--- src/rtl/spi_pkg.sv ---
// Shared SPI definitions for the master and slave datapaths.
// Word size, synchroniser depth, FSM encodings and bus mode.
package spi_pkg;

  localparam int DEF_DATA_WIDTH  = 12;
  localparam int DEF_SYNC_STAGES = 2;

  localparam logic SPI_CPOL = 1'b0;
  localparam logic SPI_CPHA = 1'b0;
  localparam logic [1:0] SPI_MODE = {SPI_CPOL, SPI_CPHA};

  typedef enum logic {
    ST_IDLE  = 1'b0,
    ST_SHIFT = 1'b1
  } spi_state_e;

endpackage

--- src/rtl/spi_slave_mosi_rx_if.sv ---
// Valid/ready word stream from the SPI slave receive path.
// master drives words and status pulses; slave consumes them.
interface spi_slave_mosi_rx_if
  import spi_pkg::*;
#(
  parameter int DW = DEF_DATA_WIDTH
) ();

  logic [DW-1:0] rx_data;
  logic          rx_valid;
  logic          rx_ready;
  logic          overrun;
  logic          frame_err;

  modport master (
    output rx_data,
    output rx_valid,
    output overrun,
    output frame_err,
    input  rx_ready
  );

  modport slave (
    input  rx_data,
    input  rx_valid,
    input  overrun,
    input  frame_err,
    output rx_ready
  );

endinterface

--- src/rtl/spi_edge_sync.sv ---
// Multi-flop synchroniser for one async input plus edge detect.
// Flops reset to the line's idle level to avoid false edges.
module spi_edge_sync #(
  parameter int   STAGES  = 2,
  parameter logic RST_VAL = 1'b0
) (
  input  logic clk,
  input  logic rst,
  input  logic d_i,
  output logic q_o,
  output logic rise_o,
  output logic fall_o
);

  logic [STAGES-1:0] sync_q;
  logic              hist_q;

  // Shift the async level through the chain; keep one history flop.
  always_ff @(posedge clk) begin
    if (rst) begin
      sync_q <= {STAGES{RST_VAL}};
      hist_q <= RST_VAL;
    end else begin
      sync_q <= {sync_q[STAGES-2:0], d_i};
      hist_q <= sync_q[STAGES-1];
    end
  end

  assign q_o    = sync_q[STAGES-1];
  assign rise_o = q_o & ~hist_q;
  assign fall_o = ~q_o & hist_q;

endmodule

--- src/rtl/spi_slave_mosi_rx.sv ---
// SPI mode-0 slave receive path: assembles MSB-first words on mosi
// and hands them downstream on a valid/ready stream in the clk domain.
module spi_slave_mosi_rx
  import spi_pkg::*;
#(
  parameter int DATA_WIDTH  = DEF_DATA_WIDTH,
  parameter int SYNC_STAGES = DEF_SYNC_STAGES
) (
  input  logic                clk,
  input  logic                rst,
  input  logic                sck,
  input  logic                ssel,
  input  logic                mosi,
  spi_slave_mosi_rx_if.master rx_if
);

  localparam int CW = $clog2(DATA_WIDTH);
  localparam logic [CW-1:0] LAST = CW'(DATA_WIDTH - 1);

  logic sck_s;
  logic sck_rise;
  logic unused_sck_fall;
  logic ssel_s;
  logic unused_ssel_rise;
  logic unused_ssel_fall;
  logic mosi_s;
  logic unused_mosi_rise;
  logic unused_mosi_fall;

  spi_edge_sync #(
    .STAGES  (SYNC_STAGES),
    .RST_VAL (1'b0)
  ) u_sck_sync (
    .clk    (clk),
    .rst    (rst),
    .d_i    (sck),
    .q_o    (sck_s),
    .rise_o (sck_rise),
    .fall_o (unused_sck_fall)
  );

  spi_edge_sync #(
    .STAGES  (SYNC_STAGES),
    .RST_VAL (1'b1)
  ) u_ssel_sync (
    .clk    (clk),
    .rst    (rst),
    .d_i    (ssel),
    .q_o    (ssel_s),
    .rise_o (unused_ssel_rise),
    .fall_o (unused_ssel_fall)
  );

  spi_edge_sync #(
    .STAGES  (SYNC_STAGES),
    .RST_VAL (1'b0)
  ) u_mosi_sync (
    .clk    (clk),
    .rst    (rst),
    .d_i    (mosi),
    .q_o    (mosi_s),
    .rise_o (unused_mosi_rise),
    .fall_o (unused_mosi_fall)
  );

  spi_state_e            state_q;
  logic [CW-1:0]         bit_cnt_q;
  logic [DATA_WIDTH-1:0] shift_q;
  logic [DATA_WIDTH-1:0] rx_data_q;
  logic                  rx_valid_q;
  logic                  overrun_q;
  logic                  frame_err_q;
  logic [DATA_WIDTH-1:0] word_d;

  assign word_d = {shift_q[DATA_WIDTH-2:0], mosi_s};

  // Frame FSM, shifter and output stage; ssel release beats a
  // coincident sck rise so a dying frame never gains a bit.
  always_ff @(posedge clk) begin
    if (rst) begin
      state_q     <= ST_IDLE;
      bit_cnt_q   <= '0;
      shift_q     <= '0;
      rx_data_q   <= '0;
      rx_valid_q  <= 1'b0;
      overrun_q   <= 1'b0;
      frame_err_q <= 1'b0;
    end else begin
      overrun_q   <= 1'b0;
      frame_err_q <= 1'b0;
      if (rx_valid_q && rx_if.rx_ready) begin
        rx_valid_q <= 1'b0;
      end
      unique case (state_q)
        ST_IDLE: begin
          bit_cnt_q <= '0;
          if (!ssel_s) begin
            state_q <= ST_SHIFT;
          end
        end
        ST_SHIFT: begin
          if (ssel_s) begin
            state_q   <= ST_IDLE;
            bit_cnt_q <= '0;
            if (bit_cnt_q != '0) begin
              frame_err_q <= 1'b1;
            end
          end else if (sck_rise) begin
            shift_q <= word_d;
            if (bit_cnt_q == LAST) begin
              bit_cnt_q <= '0;
              if (!rx_valid_q || rx_if.rx_ready) begin
                rx_data_q  <= word_d;
                rx_valid_q <= 1'b1;
              end else begin
                overrun_q <= 1'b1;
              end
            end else begin
              bit_cnt_q <= bit_cnt_q + 1'b1;
            end
          end
        end
        default: begin
          state_q   <= ST_IDLE;
          bit_cnt_q <= '0;
        end
      endcase
    end
  end

  assign rx_if.rx_data   = rx_data_q;
  assign rx_if.rx_valid  = rx_valid_q;
  assign rx_if.overrun   = overrun_q;
  assign rx_if.frame_err = frame_err_q;

endmodule

--- src/flat_wrapper.sv ---
// flat-port wrapper written by rule: the top's interface ports become plain ports
module spi_slave_mosi_rx_flat import spi_pkg::*;
#(
  parameter int DATA_WIDTH  = DEF_DATA_WIDTH,
  parameter int SYNC_STAGES = DEF_SYNC_STAGES
)
  (clk, rst, sck, ssel, mosi, rx_if_rx_data, rx_if_rx_valid, rx_if_overrun, rx_if_frame_err, rx_if_rx_ready);
  spi_slave_mosi_rx_if #(.DW(12)) rx_if_i ();
  input  logic clk;
  input  logic rst;
  input  logic sck;
  input  logic ssel;
  input  logic mosi;
  output wire logic [$bits(rx_if_i.rx_data)-1:0] rx_if_rx_data;
  output wire logic [$bits(rx_if_i.rx_valid)-1:0] rx_if_rx_valid;
  output wire logic [$bits(rx_if_i.overrun)-1:0] rx_if_overrun;
  output wire logic [$bits(rx_if_i.frame_err)-1:0] rx_if_frame_err;
  input wire logic [$bits(rx_if_i.rx_ready)-1:0] rx_if_rx_ready;
  assign rx_if_rx_data = rx_if_i.rx_data;
  assign rx_if_rx_valid = rx_if_i.rx_valid;
  assign rx_if_overrun = rx_if_i.overrun;
  assign rx_if_frame_err = rx_if_i.frame_err;
  assign rx_if_i.rx_ready = rx_if_rx_ready;
  spi_slave_mosi_rx #(.DATA_WIDTH(DATA_WIDTH), .SYNC_STAGES(SYNC_STAGES)) u_core (.clk(clk), .rst(rst), .sck(sck), .ssel(ssel), .mosi(mosi), .rx_if(rx_if_i));
endmodule
--- config.mk ---
export PLATFORM = sky130hd
export DESIGN_NAME = spi_slave_mosi_rx_flat
export DESIGN_NICKNAME = d
export VERILOG_FILES = /design/src/rtl/spi_pkg.sv /design/src/rtl/spi_slave_mosi_rx_if.sv /design/src/rtl/spi_edge_sync.sv /design/src/rtl/spi_slave_mosi_rx.sv /design/src/flat_wrapper.sv
export SDC_FILE = /design/constraint.sdc
export NUM_CORES = 1
export LEC_CHECK = 0
export CAP_MARGIN = 20
export CORE_MARGIN = 4
export CORE_UTILIZATION = 52
export CTS_CLUSTER_DIAMETER = 80
export CTS_CLUSTER_SIZE = 8
export DETAILED_ROUTE_END_ITERATION = 8
export HOLD_SLACK_MARGIN = 0.06
export PLACE_DENSITY = 0.8
export SLEW_MARGIN = 20
export SYNTH_ARGS = -nofsm -noshare
export SYNTH_HDL_FRONTEND = slang
export SYNTH_SLANG_ARGS = --single-unit
--- constraint.sdc ---
create_clock -name clk -period 1.9 [get_ports clk]
set_input_delay 0.285 -clock clk [delete_from_list [all_inputs] [get_ports clk]]
set_output_delay 0.285 -clock clk [all_outputs]
set_load 0.02 [all_outputs]
==> results.yml <==
status:
  status: "complete, no violations"
worst_setup_path:
  critical_path.max_stage_delay_ns: 0.61
  setup.worst_path.class: "reg -> out"
  startpoint_type: "flop"
  r2r_slack_ns: 0.41
  crit_arrival_ns: 1.30
  crit_slowest_cell: "clkdlybuf4s50_1"
  cp_data_required_time_ns: 1.62
  critPathCaptureType: "primary output"
  crit_buf_inv: 1
  cpLargestDelayFamily: "buffers and inverters"
  path_cells: "clkdlybuf4s50_1"
  critical_path.max_fanout: 2
cells_and_area:
  drive_gt1_share_pct: 5.714
  utilization_pct: 63.57
  nets: 183
  antenna_cells: 0
  area_growth_pct: 17.02
yosys:
  seq_area_frac_synth_pct: 51.22
  ys_async_sr_fraction_pct: 0
  yosysTopAreaCellShare_pct: 51.22
  synth_edf_count: 0
  postSynthAreaPerCell_um2: 9.582
  synth_most_common_cell: "dfxtp_1"
  synthTopCellsByArea: "dfxtp_1, nand2b_1, mux2i_1, nand2_1, a21oi_1"
  syn_nets: 163
  yosys_warnings: 0
  synth_top_cell_by_area: "dfxtp_1"
  synthCells: 155
  ys_types: 24
  synth_seq_cells: 38
  synth_flop_cell: "dfxtp_1"
  synthesis.area_um2: 1485
  yosys-top-cells-count: "dfxtp_1, nand2_1, nand2b_1"
sta:
  fin_crit_ns: 1.586
  finalClockSkew_ns: 0.004736
  fin_tns_setup_ns: 0
  slew_headroom_pct: 69.40
  fmax_mhz: 630.5
  finalCritPeriodShare_pct: 83.48
  finalSetupViolCount: 0
  timing.hold.ws_ns: 0.4207
  rsz0062_at_grt: "false"
  postLayoutSetupSlackWorst_ns: 0.3139
  maxSlewViolCount: 0
  worst_slew_pin_slew_ns: 0.4564
  hold_viol_final: 0
power:
  cellLeakagePower_nw: 0.5713
  finalPower_mw: 1.229
  power.density_nw_per_um2: 707.1
  irDropWorstVdd_mv: 0.5862
clocking:
  cts_made_buffers: 5
  clk-insertion-delay-late_ns: 0.34
  clockBufferDepth: 2
  cts_tree: "built"
  postCtsHoldBufs: 0
  htree_num_levels: 2
  clk_pin_slew_ns: 0.10
  postCtsSetupRepairBufs: 0
  clock-sinks: 38
  cts-resized-gates: 0
  root_buffer: "clkbuf_4"
floorplan:
  die_x_um: 61.44
  core_area_um2: 2734
  die_area_um2: 3775
  die_h_um: 61.44
  start_util_pct: 54.32
  rows: 19
  ioPinCount: 21
flow_run:
  cap_viol_max_count: 0
place:
  dpl.hpwl_mm: 1.781
  preCtsSetupSlack_ns: 0.3294
  port_buffers: 20
  gp_congestion: 0.6857
route:
  wirelength_mm: 2.478
  vias: 1051
  firstDrtPassIters: 4
  vias_per_cell: 5.102
  ant_nets: 0
  drt-met1-wl_mm: 1.138
  met2_length_mm: 1.127
  top_layer: "met4"
  wl_per_cell_um: 12.03
  wl_met3_um: 157
  drc: 0
  drt_iter0_drc: 26
grt:
  antenna_found_initial: 0
  grt_pass1_vias: 1013
  grt_max_degree: 41
  grt_util_all_layers_pct: 15.93
  gr-total-overflow: 0
  grt_first_pass_wirelength_mm: 4.340
worst_hold_path:
  hp-class: "reg -> reg"
## cell type report
| class | instances | area [um^2] |
|---|---|---|
| inverters | 2 | 7.507 |
| multi-input cells | 106 | 658.1 |
| well taps | 31 | 38.79 |
| clock buffers | 7 | 45.04 |
| flip-flops and latches | 38 | 760.7 |
| fillers | 224 | 996.0 |
| repair buffers | 22 | 227.7 |
## state kept, by name, summed over array words and instances (netlist names)
register                   count
u_core.u_sck_sync.sync_q       2
u_core.u_mosi_sync.sync_q      2
u_core.bit_cnt_q               4
u_core.u_ssel_sync.sync_q      2
u_core.rx_if.frame_err         1
u_core.u_sck_sync.hist_q       1
u_core.state_q                 1
u_core.rx_if.rx_valid          1
u_core.rx_if.rx_data          12
u_core.rx_if.overrun           1
u_core.shift_q                11
## through the flow
| step | instance area [um^2] | std cells |
|---|---|---|
| 2_1_floorplan | 1485 | 155 |
| 3_3_place_gp | 1693 | 199 |
| 3_5_place_dp | 1693 | 199 |
| 4_1_cts | 1738 | 206 |
| 5_1_grt | 1738 | 206 |
| 6_report | 1738 | 206 |
## kinds of logic after synthesis
family / after synthesis / synth area share, %
fa+ha+maj: 2 / 1.685
simple gates: 74 / 27.30
compound gates: 15 / 5.308
mux: 14 / 9.435
xor+xnor: 1 / 0.5898
flops: 38 / 51.22
buf+inv: 11 / 4.465
## where the power goes
part | internal [mW] | switching [mW] | leakage [nW]
logic | 0.0265 | 0.0157 | 0.239
clock network | 0.140 | 0.241 | 0.0254
registers | 0.803 | 0.00372 | 0.307
## path summary, 6_finish.rpt
path,endpoint,from,cells past startpoint
max,rx_if_rx_data[2],u_core.rx_if.rx_data[2],1
min,u_core.u_ssel_sync.sync_q[1],u_core.u_ssel_sync.sync_q[0],1
max reg2reg,u_core.rx_if.rx_data[11],u_core.bit_cnt_q[0],5
min reg2reg,u_core.u_ssel_sync.sync_q[1],u_core.u_ssel_sync.sync_q[0],1
## placed cells by master (no fill, tap or decap), drive strengths merged
| cell type | instances |
|---|---|
| nand2b | 26 |
| o32ai | 1 |
| and4bb | 1 |
| and3b | 1 |
| nand4bb | 1 |
| or3 | 1 |
| a21oi | 14 |
| nand3 | 1 |
| nor2 | 4 |
| or2 | 2 |
| dfxtp | 38 |
| inv | 2 |
| clkdlybuf4s50 | 20 |
| clkbuf | 7 |
| nand3b | 3 |
| nor4 | 1 |
| xor2 | 1 |
| ha | 2 |
| mux2i | 14 |
| buf | 2 |
| nand2 | 27 |
| nor2b | 5 |
| and3 | 1 |
## routing by layer
layer | up-vias | track usage [%]
met1 | 483 | 19.26
met2 | 19 | 24.92
met5 | - | 0
met4 | 0 | 9.091
met3 | 5 | 5.031
li1 | 544 | -
No activity file was read; power rests on OpenSTA's default activity.
